--- config.mk ---
export PLATFORM = sky130hd
export DESIGN_NAME = rv32i_mc_ctrl
export DESIGN_NICKNAME = d
export VERILOG_FILES = /design/src/rtl/rv32i_mc_ctrl.sv
export SDC_FILE = /design/constraint.sdc
export NUM_CORES = 1
export LEC_CHECK = 0
export BUFFER_PORTS_ARGS = -buffer_cell sky130_fd_sc_hd__buf_2
export CAP_MARGIN = 25
export CORE_AREA = 5 5 99 101
export DETAILED_ROUTE_END_ITERATION = 7
export DIE_AREA = 0 0 104 106
export PLACE_DENSITY = 0.57
export SETUP_SLACK_MARGIN = 0.05
export SLEW_MARGIN = 20
export SYNTH_ARGS = -nofsm -noshare
export SYNTH_HDL_FRONTEND = slang
export SYNTH_SLANG_ARGS = --single-unit
--- constraint.sdc ---
create_clock -name clk -period 2.71 [get_ports clk]
set_input_delay 0.542 -clock clk [delete_from_list [all_inputs] [get_ports clk]]
set_output_delay 0.542 -clock clk [all_outputs]
set_load 0.01 [all_outputs]
--- src/rtl/rv32i_mc_ctrl.sv ---
// rv32i_mc_ctrl: multi-cycle RV32I control FSM sequencing fetch, decode, execute,
// data-memory access and write-back strobes for an external ALU/register-file datapath.
module rv32i_mc_ctrl #(
    parameter logic [31:0] RESET_PC     = 32'h0000_0000,
    parameter bit          ILLEGAL_TRAP = 1'b1
) (
    input  logic        clk,
    input  logic        rst_n,
    output logic        imem_req_o,
    input  logic        imem_ack_i,
    input  logic [31:0] imem_rdata_i,
    output logic        dmem_req_o,
    output logic        dmem_we_o,
    input  logic        dmem_ack_i,
    output logic [4:0]  alu_ctrl_o,
    output logic [1:0]  alu_a_sel_o,
    output logic        alu_b_imm_o,
    input  logic        alu_zero_i,
    input  logic        alu_lsb_i,
    output logic        reg_we_o,
    output logic [1:0]  wb_sel_o,
    output logic        pc_we_o,
    output logic        pc_sel_o,
    output logic [31:0] instr_out_o,
    output logic        illegal_o
);
    typedef enum logic [2:0] {S_FETCH, S_DECODE, S_EXEC, S_MEM, S_WB, S_BR, S_TRAP} state_e;

    state_e      state_q, state_d;
    logic [31:0] instr_q, instr_d;
    logic        illegal_q, illegal_d;
    logic        taken_q, taken_d;
    logic [4:0]  alu_op;
    logic [1:0]  a_sel;
    logic        b_imm, br_taken;
    logic        unused_reset_pc;

    // The PC register lives in the datapath; its reset value is carried here for integration only.
    assign unused_reset_pc = ^RESET_PC;

    logic [6:0] opcode;
    logic [2:0] f3;
    logic       f7b;
    assign opcode = instr_q[6:0];
    assign f3     = instr_q[14:12];
    assign f7b    = instr_q[30];

    logic is_op, is_opimm, is_load, is_store, is_lui, is_auipc, is_branch, is_jal, is_jalr, valid;
    assign is_op     = opcode == 7'b0110011;
    assign is_opimm  = opcode == 7'b0010011;
    assign is_load   = opcode == 7'b0000011;
    assign is_store  = opcode == 7'b0100011;
    assign is_lui    = opcode == 7'b0110111;
    assign is_auipc  = opcode == 7'b0010111;
    assign is_branch = opcode == 7'b1100011;
    assign is_jal    = opcode == 7'b1101111;
    assign is_jalr   = opcode == 7'b1100111;
    assign valid     = is_op | is_opimm | is_load | is_store | is_lui | is_auipc | is_branch | is_jal | is_jalr;

    always_comb begin
        case (f3)
            3'b000:  alu_op = is_op ? (f7b ? 5'd9 : 5'd1) : 5'd2;
            3'b001:  alu_op = is_op ? 5'd17 : 5'd14;
            3'b010:  alu_op = is_op ? 5'd10 : 5'd11;
            3'b011:  alu_op = is_op ? 5'd12 : 5'd13;
            3'b100:  alu_op = is_op ? 5'd5 : 5'd6;
            3'b101:  alu_op = is_op ? (f7b ? 5'd19 : 5'd18) : (f7b ? 5'd16 : 5'd15);
            3'b110:  alu_op = is_op ? 5'd3 : 5'd4;
            default: alu_op = is_op ? 5'd7 : 5'd8;
        endcase
        if (is_branch)
            alu_op = f3[2] ? (f3[1] ? 5'd12 : 5'd10) : 5'd9;
        else if (!(is_op || is_opimm))
            alu_op = valid ? 5'd2 : 5'd0;
    end

    assign a_sel = is_lui ? 2'd2 : ((is_auipc || is_jal) ? 2'd1 : 2'd0);
    assign b_imm = valid && !is_op && !is_branch;
    // funct3[0] inverts the sense: BNE/BGE/BGEU; funct3 010/011 never branch.
    assign br_taken = f3[2] ? (alu_lsb_i ^ f3[0]) : (!f3[1] && (alu_zero_i ^ f3[0]));

    always_comb begin
        state_d     = state_q;
        instr_d     = instr_q;
        illegal_d   = illegal_q;
        taken_d     = taken_q;
        imem_req_o  = 1'b0;
        dmem_req_o  = 1'b0;
        dmem_we_o   = 1'b0;
        alu_ctrl_o  = 5'd0;
        alu_a_sel_o = 2'd0;
        alu_b_imm_o = 1'b0;
        reg_we_o    = 1'b0;
        wb_sel_o    = 2'd0;
        pc_we_o     = 1'b0;
        pc_sel_o    = 1'b0;
        // ALU controls stay valid through MEM and WB so address/target remain stable.
        if (state_q == S_EXEC || state_q == S_MEM || state_q == S_WB) begin
            alu_ctrl_o  = alu_op;
            alu_a_sel_o = a_sel;
            alu_b_imm_o = b_imm;
        end
        case (state_q)
            S_FETCH: begin
                imem_req_o = rst_n;
                if (imem_ack_i) begin
                    instr_d = imem_rdata_i;
                    state_d = S_DECODE;
                end
            end
            S_DECODE: begin
                if (valid) state_d = S_EXEC;
                else begin
                    illegal_d = 1'b1;
                    state_d   = ILLEGAL_TRAP ? S_TRAP : S_WB;
                end
            end
            S_EXEC: begin
                taken_d = br_taken;
                state_d = is_branch ? S_BR : ((is_load || is_store) ? S_MEM : S_WB);
            end
            S_MEM: begin
                dmem_req_o = 1'b1;
                dmem_we_o  = is_store;
                if (dmem_ack_i) state_d = S_WB;
            end
            S_WB: begin
                reg_we_o = valid && !is_store && !is_branch && (instr_q[11:7] != 5'd0);
                wb_sel_o = (is_jal || is_jalr) ? 2'd2 : (is_load ? 2'd1 : 2'd0);
                pc_we_o  = 1'b1;
                pc_sel_o = is_jal || is_jalr;
                state_d  = S_FETCH;
            end
            S_BR: begin
                alu_ctrl_o  = 5'd2;
                alu_a_sel_o = 2'd1;
                alu_b_imm_o = 1'b1;
                pc_we_o     = 1'b1;
                pc_sel_o    = taken_q;
                state_d     = S_FETCH;
            end
            default: ;
        endcase
    end

    always_ff @(posedge clk or negedge rst_n) begin
        if (!rst_n) begin
            state_q   <= S_FETCH;
            instr_q   <= 32'd0;
            illegal_q <= 1'b0;
            taken_q   <= 1'b0;
        end else begin
            state_q   <= state_d;
            instr_q   <= instr_d;
            illegal_q <= illegal_d;
            taken_q   <= taken_d;
        end
    end

    assign instr_out_o = instr_q;
    assign illegal_o   = illegal_q;
endmodule

==> results.rst <==
.. list-table::
   :header-rows: 1

   * - Metric
     - Value
   * - Outcome
     - completed
   * - Worst setup path category
     - flop to output pin
   * - Area grow syn2layout
     - 32.3%
   * - Dpl hpwl
     - 4660 um
   * - Post-Synthesis Mean Instance Area
     - 10.7 um^2
   * - Average vias per placed instance
     - 4.52
   * - Final weighted congestion in routability-driven placement
     - 0.763
   * - Highest clock frequency the design can meet
     - 0.372 GHz
   * - Routed wire length per instance
     - 14.8 um
   * - Clock H-tree levels
     - 2
   * - Reg2reg setup slack
     - 0.95 ns
   * - Antenna violations before repair
     - 0
   * - Pin count of the biggest net entering global routing
     - 38
   * - Wire length of the first global-routing pass
     - 9750 um
   * - Placed Cells incl. Taps
     - 395
   * - Diodes inserted
     - 0
   * - Fill cell instance count of the final layout
     - 990
   * - Fraction of synthesis flops using an asynchronous set or reset pin
     - 100%
   * - X dimension of the die
     - 104 um
   * - Power density cells
     - 1110 nW/um^2
   * - Number of endpoints with negative hold slack in the final report
     - 0
   * - Library cells used by synthesis
     - 57
   * - Inserted Clock Buffers
     - 5
   * - Fraction of the cycle the final worst path needs
     - 99.3%
   * - Slowest-stage cell, CP
     - or3b_4
   * - Design area
     - 2830 um^2
   * - Syn_nets
     - 242
   * - Nets@finish
     - 334
   * - DRT Pass-1 Iters
     - 4
   * - Share of layout cells above drive strength 1
     - 44.7%
   * - Antenna violation net count after detailed routing
     - 0
   * - Post-synthesis instance area
     - 2140 um^2
   * - Hold buffer count at CTS
     - 0
   * - Initial Utilization
     - 23.9%
   * - Non-filler instance count after layout
     - 404
   * - Number of I/O pins
     - 87
   * - Ordered cell list for the critical path
     - or3b_4, nor4_4, inv_2, ha_1, a2111oi_0, and3_1, buf_2
   * - Number of global-route vias before repair
     - 1915
   * - Final Skew
     - 0.00473 ns
   * - Count of pins over their slew limit
     - 0
   * - Number of instances in the synthesized netlist
     - 200
   * - Normalized max-slew margin
     - 66.5%
   * - Type of destination of the critical path
     - output pin
   * - Placed Instance Area
     - 2720 um^2
   * - Num Clock Sinks
     - 37
   * - Number of DRC violations after detailed routing
     - 0
   * - Class of the worst hold path
     - input pin to asynchronous set/reset pin
   * - Met3 track utilization from global routing
     - 3.76%
   * - Detailed Route WL
     - 5990 um
   * - FF+latch count, synth
     - 37
   * - Clock tree from TritonCTS
     - built
   * - Least-Margin Pin Slew
     - 0.502 ns
   * - Post-Route Setup TNS
     - 0 ns
   * - Remaining Overflow, GRT
     - 0
   * - Final setup vio count
     - 0
   * - DR vias
     - 1827
   * - Data required time of the worst path
     - 2.17 ns
   * - Worst vdd ir
     - 410 uV
   * - Global-route track usage on met2
     - 17.5%
   * - Count of flip-flops with a built-in enable after synthesis
     - 0
   * - GR Util met1
     - 14.3%
   * - Register area share after synthesis
     - 43.4%
   * - Critical Path AT
     - 2.15 ns
   * - Number of cell rows
     - 35
   * - Final worst path period need
     - 2.69 ns
   * - Yosys warning count
     - 0
   * - Slowest stage delay, CP
     - 0.41 ns
   * - Iter 0 DRT Violations
     - 60
   * - Area of the die
     - 11000 um^2
   * - Most used flip-flop cell after synthesis
     - dfrtp_1
   * - Quantity of I/O buffers inserted on ports
     - 86
   * - Bufs on Longest Clock Path
     - 2
   * - CTS Root Buffer Type
     - clkbuf_8
   * - Area inside the core boundary
     - 8930 um^2
   * - Setup crit start kind
     - flop
   * - Final Util
     - 31.6%
   * - Leakage dissipation
     - 1.30 nW
   * - Largest fanout of any net on the critical path
     - 3
   * - GR Util All Layers
     - 10.9%
   * - Post-CTS clock slew at the launch and capture registers of the worst setup and hold paths
     - 0.08 ns
   * - RSZ-0062 raised after global routing
     - true
   * - Layer with the highest usage
     - met2
   * - Height of the chip
     - 106 um
   * - Maximum capacitance violations
     - 0
   * - Worst hold slack across all endpoints
     - 0.366 ns
   * - Worst-skew pair later-pin latency
     - 0.29 ns
timing repair:
item	in CTS	in global routing
resized for setup	4	1
setup endpoints to repair	5	5
endpoints found under the hold margin	0	0
buffers inserted	1	0
pin swaps	4	2
stage by stage:
step | power (W) | worst slack (ns)
6_report | 0.00314 | 0.0202
5_1_grt | 0.00342 | -0.147
4_1_cts | 0.00319 | 0.00486
3_5_place_dp | 0.00277 | 0.172
3_3_place_gp | 0.00274 | 0.128
2_1_floorplan | 0.00215 | 0.155
worst paths after layout:
path                                                  from                          end  cells after the start
worst max-delay path            instr_out_o[6]$_DFFE_PN0P_                alu_ctrl_o[4]                      7
worst min-delay path                                 rst_n   instr_out_o[9]$_DFFE_PN0P_                      2
worst max register to register      state_q[0]$_DFFE_PN0P_   instr_out_o[4]$_DFFE_PN0P_                      5
worst min register to register       illegal_o$_DFFE_PN0P_        illegal_o$_DFFE_PN0P_                      1
max in group asynchronous                            rst_n  instr_out_o[20]$_DFFE_PN0P_                      2
min in group clk                          imem_rdata_i[13]  instr_out_o[13]$_DFFE_PN0P_                      3
where the power goes:
group	switching (W)	internal, W	total, W	leakage [nW]
clock	0.000196	0.000178	0.000374	0.0450
combinational	0.000921	0.000787	0.00171	0.820
sequential	0.000233	0.000825	0.00106	0.437
total	0.00135	0.00179	0.00314	1.30
flip-flops by register name, summed over array words and instances, names as in the netlist:
signal and cells:
taken_q 1, state_q 3, instr_out_o 32, illegal_o 1
layout by cell type, fill, tap and decap left out, types with 2 or more instances in the layout:
cell | Yosys | routed
xnor2_1 | 2 | 2
o21ai_1 | 3 | 3
clkbuf_8 | 0 | 5
nand2_1 | 10 | 10
ha_1 | 4 | 3
or3b_4 | 2 | 2
a21oi_1 | 13 | 12
nor2_1 | 13 | 13
mux2_2 | 6 | 6
and2_1 | 2 | 2
inv_1 | 6 | 5
o21bai_1 | 2 | 2
buf_2 | 3 | 86
buf_4 | 4 | 13
nand3b_1 | 3 | 3
o21ai_0 | 5 | 5
nor3_1 | 6 | 6
and3_1 | 2 | 2
nand3_1 | 5 | 5
clkinv_2 | 0 | 2
inv_2 | 1 | 2
dfrtp_1 | 37 | 37
nand2b_1 | 6 | 6
nor2b_1 | 4 | 4
mux2_1 | 22 | 22
nand4b_1 | 2 | 2
critical path: cells and delay by family (launching register included):
family,cells,cell delay [ns]
buffers and inverters,2,0.21
flip-flops,1,0.38
AND/OR/NAND/NOR,3,0.77
AO/OA/AOI/OAI,1,0.32
adder cells (fa/ha/maj),1,0.18
cells by family after synthesis:
group                      after synthesis  share of synthesized area [%]
AOI/OAI and AO/OA                       39                           13.0
xor gates and xnor gates                 3                           1.23
adders and majority gates                4                           2.34
buffers and inverters                   21                           4.92
DFF                                     37                           43.4
muxes                                   29                           15.2
and+or+nand+nor                         67                           19.9
cells in the mapped netlist, types with 3 or more instances:
cell type   n  area [um^2]
nor2_1     13         48.8
a21oi_1    13         65.1
buf_4       4         30.0
clkbuf_1    5         18.8
nand2b_1    6         37.5
mux2_1     22          248
nor3_1      6         30.0
inv_1       6         22.5
nand2_1    10         37.5
nand3_1     5         25.0
mux2_2      6         67.6
dfrtp_1    37          926
ha_1        4         50.1
o21ai_1     3         15.0
nand3b_1    3         22.5
o21ai_0     5         25.0
buf_2       3         15.0
nor2b_1     4         25.0
area by class of cell:
type | instances | area [um^2] | share of cell area [%]
multi-input cells | 142 | 1120 | 39.8
repair buffers | 99 | 528 | 18.7
inverters | 7 | 26.3 | 0.930
clock buffers | 6 | 72.6 | 2.57
clock inverters | 2 | 10.0 | 0.354
well taps | 111 | 139 | 4.91
flip-flops and latches | 37 | 926 | 32.8
per-layer routing:
metal / up-vias / part of all wire (%)
met5: - / 0
met4: 0 / 0.82
met3: 6 / 7.5
met2: 63 / 46
met1: 856 / 45
li1: 902 / -
Note: power is estimated with default switching activity, not from simulation.
